<file path="src/rtl/control_unit.sv">
// Fetch/decode/execute/writeback sequencer driving the register file.
// Define CTRL_BRANCH_EN to execute opcode 11 as BRZ; otherwise opcode 11 is a NOP.
module control_unit #(
   parameter int unsigned DW  = 2,
   parameter int unsigned PCW = 4
) (
   input  logic           CLK,
   input  logic           RST,
   input  logic           RUN,
   output logic [PCW-1:0] IMEM_ADDR,
   input  logic [7:0]     INSTR,
   output logic [1:0]     ADD1,
   output logic [1:0]     ADD2,
   input  logic [DW-1:0]  R1,
   input  logic [DW-1:0]  R2,
   output logic [1:0]     WADD,
   output logic           WEN,
   output logic [DW-1:0]  WDATA,
   output logic           BUSY
);

   localparam logic [1:0] OP_ADD = 2'b00;
   localparam logic [1:0] OP_SUB = 2'b01;
   localparam logic [1:0] OP_LDI = 2'b10;
   localparam logic [1:0] OP_BRZ = 2'b11;

   typedef enum logic [1:0] {FETCH, DECODE, EXECUTE, WRITEBACK} state_t;

   state_t         state;
   logic [PCW-1:0] pc;
   logic [7:0]     ir;
   logic [DW-1:0]  opa;
   logic [DW-1:0]  opb;
   logic [DW-1:0]  result;
   logic           wen;
   logic           busy;
   logic [DW-1:0]  alu_res;
   logic [PCW-1:0] brz_pc;

   // ALU: modulo-2^DW arithmetic, carry/borrow dropped
   always_comb begin
      alu_res = opa + opb;
      case (ir[7:6])
         OP_ADD:  alu_res = opa + opb;
         OP_SUB:  alu_res = opa - opb;
         OP_LDI:  alu_res = DW'(ir[1:0]);
         default: alu_res = opa;
      endcase
   end

`ifdef CTRL_BRANCH_EN
   logic [3:0] br_target;

   // Branch target is {rd, imm} truncated/extended to the PC width
   always_comb begin
      br_target = {ir[5:4], ir[1:0]};
      brz_pc    = (opa == '0) ? PCW'(br_target) : pc + PCW'(1);
   end
`else
   always_comb begin
      brz_pc = pc + PCW'(1);
   end
`endif

   // Sequencer; WEN and BUSY are flops, so async reset clears them at once
   always_ff @(posedge CLK or posedge RST) begin
      if (RST) begin
         state  <= FETCH;
         pc     <= '0;
         ir     <= '0;
         opa    <= '0;
         opb    <= '0;
         result <= '0;
         wen    <= 1'b0;
         busy   <= 1'b0;
      end else begin
         case (state)
            FETCH: begin
               if (RUN) begin
                  ir    <= INSTR;
                  state <= DECODE;
                  busy  <= 1'b1;
               end
            end
            DECODE: begin
               opa   <= R1;
               opb   <= R2;
               state <= EXECUTE;
            end
            EXECUTE: begin
               if (ir[7:6] == OP_BRZ) begin
                  pc    <= brz_pc;
                  state <= FETCH;
                  busy  <= 1'b0;
               end else begin
                  result <= alu_res;
                  wen    <= 1'b1;
                  state  <= WRITEBACK;
               end
            end
            WRITEBACK: begin
               pc    <= pc + PCW'(1);
               wen   <= 1'b0;
               busy  <= 1'b0;
               state <= FETCH;
            end
            default: begin
               state <= FETCH;
               wen   <= 1'b0;
               busy  <= 1'b0;
            end
         endcase
      end
   end

   assign IMEM_ADDR = pc;
   assign ADD1      = ir[3:2];
   assign ADD2      = ir[1:0];
   assign WADD      = ir[5:4];
   assign WDATA     = result;
   assign WEN       = wen;
   assign BUSY      = busy;

endmodule

</file>
<file path="config.mk">
export PLATFORM = sky130hd
export DESIGN_NAME = control_unit
export DESIGN_NICKNAME = d
export VERILOG_FILES = /design/src/rtl/control_unit.sv
export SDC_FILE = /design/constraint.sdc
export NUM_CORES = 1
export LEC_CHECK = 0
export CORE_ASPECT_RATIO = 0.7
export CORE_MARGIN = 3
export CORE_UTILIZATION = 43
export CTS_BUF_LIST = sky130_fd_sc_hd__clkbuf_4 sky130_fd_sc_hd__clkbuf_8
export DETAILED_ROUTE_END_ITERATION = 10
export PLACE_DENSITY = 0.88
export SLEW_MARGIN = 20
export SYNTH_ARGS = -nofsm -noshare
export SYNTH_HDL_FRONTEND = slang
export SYNTH_SLANG_ARGS = --single-unit
export TNS_END_PERCENT = 1
</file>
<file path="constraint.sdc">
create_clock -name CLK -period 1.25 [get_ports CLK]
set_input_delay 0.25 -clock CLK [delete_from_list [all_inputs] [get_ports CLK]]
set_output_delay 0.25 -clock CLK [all_outputs]
set_load 0.02 [all_outputs]
</file>
==> reports/metrics.cfg, run 1 <==
[outcome]
status=finished with violations
violations=negative setup slack

[yosys]
synth_edf_count=0
yosys_warnings=0
syn_area_um2=985
async_flop_share=1.00
synth-main-ff-cell=dfrtp_1
synth.avg_cell_area_um2=13.0
synth_cell_types=21
synth_cells=76
synth-seq-cells=22
ys_seq_area_frac=0.559
synth_fp_nets=93

[finish]
final_cells=141
finalNetCount=130
n_fill_cell=164
final_util=0.676
diodes=0
area_growth_pct=37.4
drive_gt1_frac=0.450

[floorplanning]
io_pins=29
die-area_um2=2910
core.rowCount=13
start_util=0.492
fp.coreArea_um2=2000
fp.dieW_um=63.2
die_y_um=46.0

[global_route]
antenna_found_initial=0
grt_pass1_vias=716
grt_usage=0.162
grt_overflow=0
grt_max_degree=23
grt_pass1_wl_um=3370

[timing]
clock_skew_ns=0.00220
max-slew-margin-rel=0.815
post-route-period-util=1.11
final.min_clock_period_ns=1.39
layout_setup_ws_ns=-0.143
rsz0062_at_grt=true
drv_slew=0
hold_violations=0
setup_viol=10
max_freq_mhz=718
tightest_slew_ns=0.277

[clock_tree]
clk_latency_ns=0.29
cts_buffers=3
cts-root-buf=clkbuf_4
clock_sinks=22
hold_buffers=0
cts_tree=built
clock_path_buffers=2
path_clk_slew_ns=0.11
htree_levels=1

[route]
wl_um=2050
routed_via_density=4.79
drc=0
postRouteAntennaNets=0
firstDrtPassIters=4
wire_per_inst_um=14.5
vias=676
drtIter0Drc=22

[worst_setup_path]
worstRegToRegCells=5
r2r_start=opb[0]
critPathKind=flop to flop
required_ns=1.44
rrSetupSlack_ns=-0.14
crit_family=flip-flops
end_kind=flop
critPathBufInv=0
crit_arrival_ns=1.58
crit_path_max_incr_delay_ns=0.43
critPathSlowestCell=dfrtp_1
worstPathMaxFanout=3
crit_path_cell_trace=ha_2 -> xnor2_2 -> xnor3_1 -> a22oi_2 -> a21oi_2
startpoint_type=flop
r2r_end=WDATA[1]

[power]
internal-power_mw=2.32
p_seq_frac=0.358
switching_power_mw=1.45
worst_ir_drop_vdd_uv=1350
power.density_nw_per_um2=2790
p_leak_nw=0.632
power.share.clock=0.081
p_comb_frac=0.561
switching_share=0.384

[placed_design]
port_buffers=28
gp_congestion=0.766
post-dp-hpwl_um=1490
dp.cells=137

[run]
cap_violations=0

[worst_hold_path]
holdCritPathClass=primary input to asynchronous set/reset pin

repair_timing:
action	CTS	global route
pin swaps	0	4
setup buffers	1	0
gates resized for setup	38	17
endpoints found under the setup margin	24	28
cell usage after synthesis (2+ instances only):
| cell type | number | area [µm²] |
|---|---|---|
| nor2_1 | 4 | 15.0 |
| inv_1 | 4 | 15.0 |
| nand2b_1 | 2 | 12.5 |
| dfrtp_1 | 22 | 551 |
| a21oi_1 | 6 | 30.0 |
| ha_1 | 2 | 25.0 |
| xnor2_1 | 3 | 26.3 |
| buf_4 | 6 | 45.0 |
| nand2_1 | 3 | 11.3 |
| mux2_2 | 13 | 146 |
metrics by stage:
| step | instance area [µm²] | power, mW | hold slack (ns) | worst slack [ns] | setup TNS, ns |
|---|---|---|---|---|---|
| 2_1_floorplan | 987 | 2.65 | 0.239 | -0.0130 | -0.109 |
| 3_3_place_gp | 1340 | 3.37 | 0.459 | -0.323 | -2.74 |
| 3_5_place_dp | 1340 | 3.45 | 0.472 | -0.358 | -2.98 |
| 4_1_cts | 1400 | 3.79 | 0.276 | -0.143 | -0.668 |
| 5_1_grt | 1350 | 4.02 | 0.300 | -0.201 | -1.02 |
| 6_report | 1350 | 3.77 | 0.267 | -0.143 | -0.712 |
power groups by stage:
stage                     Clock (mW)  Sequential [mW]  Combinational (mW)
after CTS                      0.309             1.34                2.14
after detailed placement           0             1.34                2.11
after global placement             0             1.33                2.04
final                          0.306             1.35                2.11
after floorplan                    0             1.49                1.15
after global routing           0.335             1.40                2.28
final cells by class:
class | instances | area (µm²) | area share
repair buffers | 39 | 312 | 0.230
inverters | 4 | 15.0 | 0.0111
clock buffers | 3 | 22.5 | 0.0167
well taps | 30 | 37.5 | 0.0278
flip-flops and latches | 22 | 552 | 0.408
multi-input cells | 43 | 414 | 0.306
flip-flops by register name (all words and copies together), names as in the netlist:
register	count
ir	8
IMEM_ADDR	4
WDATA	2
opa	2
opb	2
state	2
BUSY	1
WEN	1
worst max-delay path by stage:
stage | from | to | slack, ns | cells after the start
after global routing | opb[0] | WDATA[1] | -0.20 | 5
after detailed placement | RUN | ir[1] | -0.36 | 4
final | opb[0] | WDATA[1] | -0.14 | 5
after floorplan | opb[0] | WDATA[1] | -0.01 | 5
after global placement | RUN | ir[7] | -0.32 | 4
after CTS | opb[0] | WDATA[1] | -0.14 | 5
layer usage:
layer	vias up	share of wire	track usage
li1	321	-	-
met1	323	0.43	0.179
met2	30	0.51	0.302
met3	2	0.050	0.0568
met4	0	0.0059	0.0515
met5	-	0	0
cell usage in the layout, fill, tap and decap left out, drive strengths merged:
cell and instances:
a21boi 1, clkdlybuf4s15 1, and3 1, nor3b 1, a22oi 1, xnor2 3
nor2b 1, dfrtp 22, nand2 3, xnor3 1, nand4 1, nand2b 2
inv 4, buf 13, nor2 4, a21oi 6, clkbuf 14, or2 1
xor2 1, mux2 13, ha 2, o21ai 1, clkdlybuf4s50 14
tightest hold or removal path, cell delays in order:
cell             delay, ns
clkdlybuf4s50_1       0.39
inv_1                 0.05
buf_4                 0.27
cells by family (layout without fill, tap and decap cells):
| logic type | Yosys count | in the layout | share of synthesized area |
|---|---|---|---|
| buf+inv | 11 | 46 | 0.0661 |
| flops | 22 | 22 | 0.559 |
| fa+ha+maj | 2 | 2 | 0.0254 |
| xor+xnor | 5 | 5 | 0.0585 |
| simple gates | 14 | 14 | 0.0877 |
| mux | 13 | 13 | 0.149 |
| compound gates | 9 | 9 | 0.0546 |
(Power assumes the default switching activity.)
==> inputs of run 2 (changes only) <==
--- a/config.mk
+++ b/config.mk
@@ -11,6 +11,7 @@
 export CTS_BUF_LIST = sky130_fd_sc_hd__clkbuf_4 sky130_fd_sc_hd__clkbuf_8
 export DETAILED_ROUTE_END_ITERATION = 10
 export PLACE_DENSITY = 0.88
+export RECOVER_POWER = 100
 export SLEW_MARGIN = 20
 export SYNTH_ARGS = -nofsm -noshare
 export SYNTH_HDL_FRONTEND = slang
==> reports/metrics.cfg, run 2 (synthesized netlist as in run 1, its figures left out) <==
[timing]
layout_setup_ws_ns=-0.143
finalHoldWorstSlack_ns=0.482
final.min_clock_period_ns=1.39
tightest_slew_ns=0.533
max-slew-margin-rel=0.644
hold_violations=0
setup_viol=10
drv_slew=0
rsz0062_at_grt=true
max_freq_mhz=718
post-route-period-util=1.11
clock_skew_ns=0.00220

[worst_setup_path]
startpoint=opb[0]
end_kind=flop
rrSetupSlack_ns=-0.14
critPathKind=flop to flop
crit_arrival_ns=1.58
worstPathMaxFanout=3
worstRegToRegCells=5
r2r_start=opb[0]
r2r_end=WDATA[1]
startpoint_type=flop
required_ns=1.44

[floorplanning]
start_util=0.492
die-area_um2=2910
io_pins=29
die_y_um=46.0
core.rowCount=13
fp.coreArea_um2=2000
fp.dieW_um=63.2

[power]
internal-power_mw=2.32
p_comb_frac=0.560
switching_power_mw=1.45
p_leak_nw=0.631
worst_ir_drop_vdd_uv=1350
power.density_nw_per_um2=2790
p_seq_frac=0.359
power.share.clock=0.081
switching_share=0.384

[placed_design]
port_buffers=28
post-dp-hpwl_um=1490
gp_congestion=0.766

[finish]
top_register=ir
diodes=0
area_growth_pct=37.1
final_util=0.675
layout_commonest_cell=dfrtp_1
mostFrequentLayoutCells=dfrtp_1, clkdlybuf4s50_1, clkbuf_2
drive_gt1_frac=0.450
n_fill_cell=165
largest_reg_flops=8
finalNetCount=130

[clock_tree]
hold_buffers=0
clock_sinks=22
path_clk_slew_ns=0.11
clock_path_buffers=2
cts_tree=built
cts-root-buf=clkbuf_4
htree_levels=1
clk_latency_ns=0.29
cts_buffers=3

[route]
wl_um=2050
drtIter0Drc=22
drc=0
postRouteAntennaNets=0
wire_per_inst_um=14.5
firstDrtPassIters=4
vias=676
routed_via_density=4.79

[global_route]
grt_pass1_wl_um=3370
antenna_found_initial=0
grt_overflow=0
grt_max_degree=23
grt_usage=0.162
grt_pass1_vias=716

[worst_hold_path]
hp-start=IMEM_ADDR[3]
holdPathEnd=IMEM_ADDR[3]
hold_depth=1
holdCritPathClass=flop to flop

[outcome]
status=finished with violations
violations=negative setup slack

[run]
cap_violations=0

## run 2: cell types whose count changed in the layout (fill, tap and decap cells not counted), sizes merged
cell	before	now
dlygate4sd3	0	1
buf	13	12
clkbuf	14	15
clkdlybuf4s50	14	13
## run 2: layout make-up
cell class / instances / area, µm² / area share
Timing Repair Buffer: 39 / 309 / 0.229
Multi-Input combinational cell: 43 / 414 / 0.307
Inverter: 4 / 15.0 / 0.0111
Sequential cell: 22 / 552 / 0.409
Tap cell: 30 / 37.5 / 0.0278
Clock buffer: 3 / 22.5 / 0.0167
## run 2: how the worst max path moves through the flow
stage	endpoint	slack (ns)	cells after the start
4_1_cts	WDATA[1]	-0.14	5
6_report	WDATA[1]	-0.14	5
3_5_place_dp	ir[1]	-0.36	4
5_1_grt	WDATA[1]	-0.20	5
2_1_floorplan	WDATA[1]	-0.01	5
3_3_place_gp	ir[7]	-0.32	4
## run 2: timing repair
item                       4_1_cts  5_1_grt
setup endpoints to repair       24       28
resized for setup               38       17
pin swaps                        0        4
buffers inserted                 1        0
## run 2: critical path: stages, from the launching register on
cell and delay, ns:
dfrtp_1 0.43, ha_2 0.21, xnor2_2 0.12, xnor3_1 0.24
a22oi_2 0.21, a21oi_2 0.07
## run 2: metal layers
layer / vias up / track usage / part of all wire
met2: 30 / 0.302 / 0.51
met5: - / 0 / 0
met4: 0 / 0.0515 / 0.0059
met3: 2 / 0.0568 / 0.050
met1: 323 / 0.179 / 0.43
li1: 321 / - / -
## run 2: power groups by stage
stage	Combinational [mW]	Clock, mW	Sequential, mW
final	2.11	0.306	1.35
after global routing	2.28	0.335	1.40
after CTS	2.14	0.309	1.34
after detailed placement	2.11	0	1.34
after global placement	2.04	0	1.33
after floorplan	1.15	0	1.49
## run 2: through the flow
| stage | power (mW) | setup TNS [ns] | instance area, µm² | setup WS (ns) | std cells |
|---|---|---|---|---|---|
| 2_1_floorplan | 2.65 | -0.109 | 987 | -0.0130 | 76 |
| 3_3_place_gp | 3.37 | -2.74 | 1340 | -0.323 | 137 |
| 3_5_place_dp | 3.45 | -2.98 | 1340 | -0.358 | 137 |
| 4_1_cts | 3.79 | -0.668 | 1400 | -0.143 | 141 |
| 5_1_grt | 4.02 | -1.02 | 1350 | -0.201 | 141 |
| 6_report | 3.77 | -0.711 | 1350 | -0.143 | 141 |
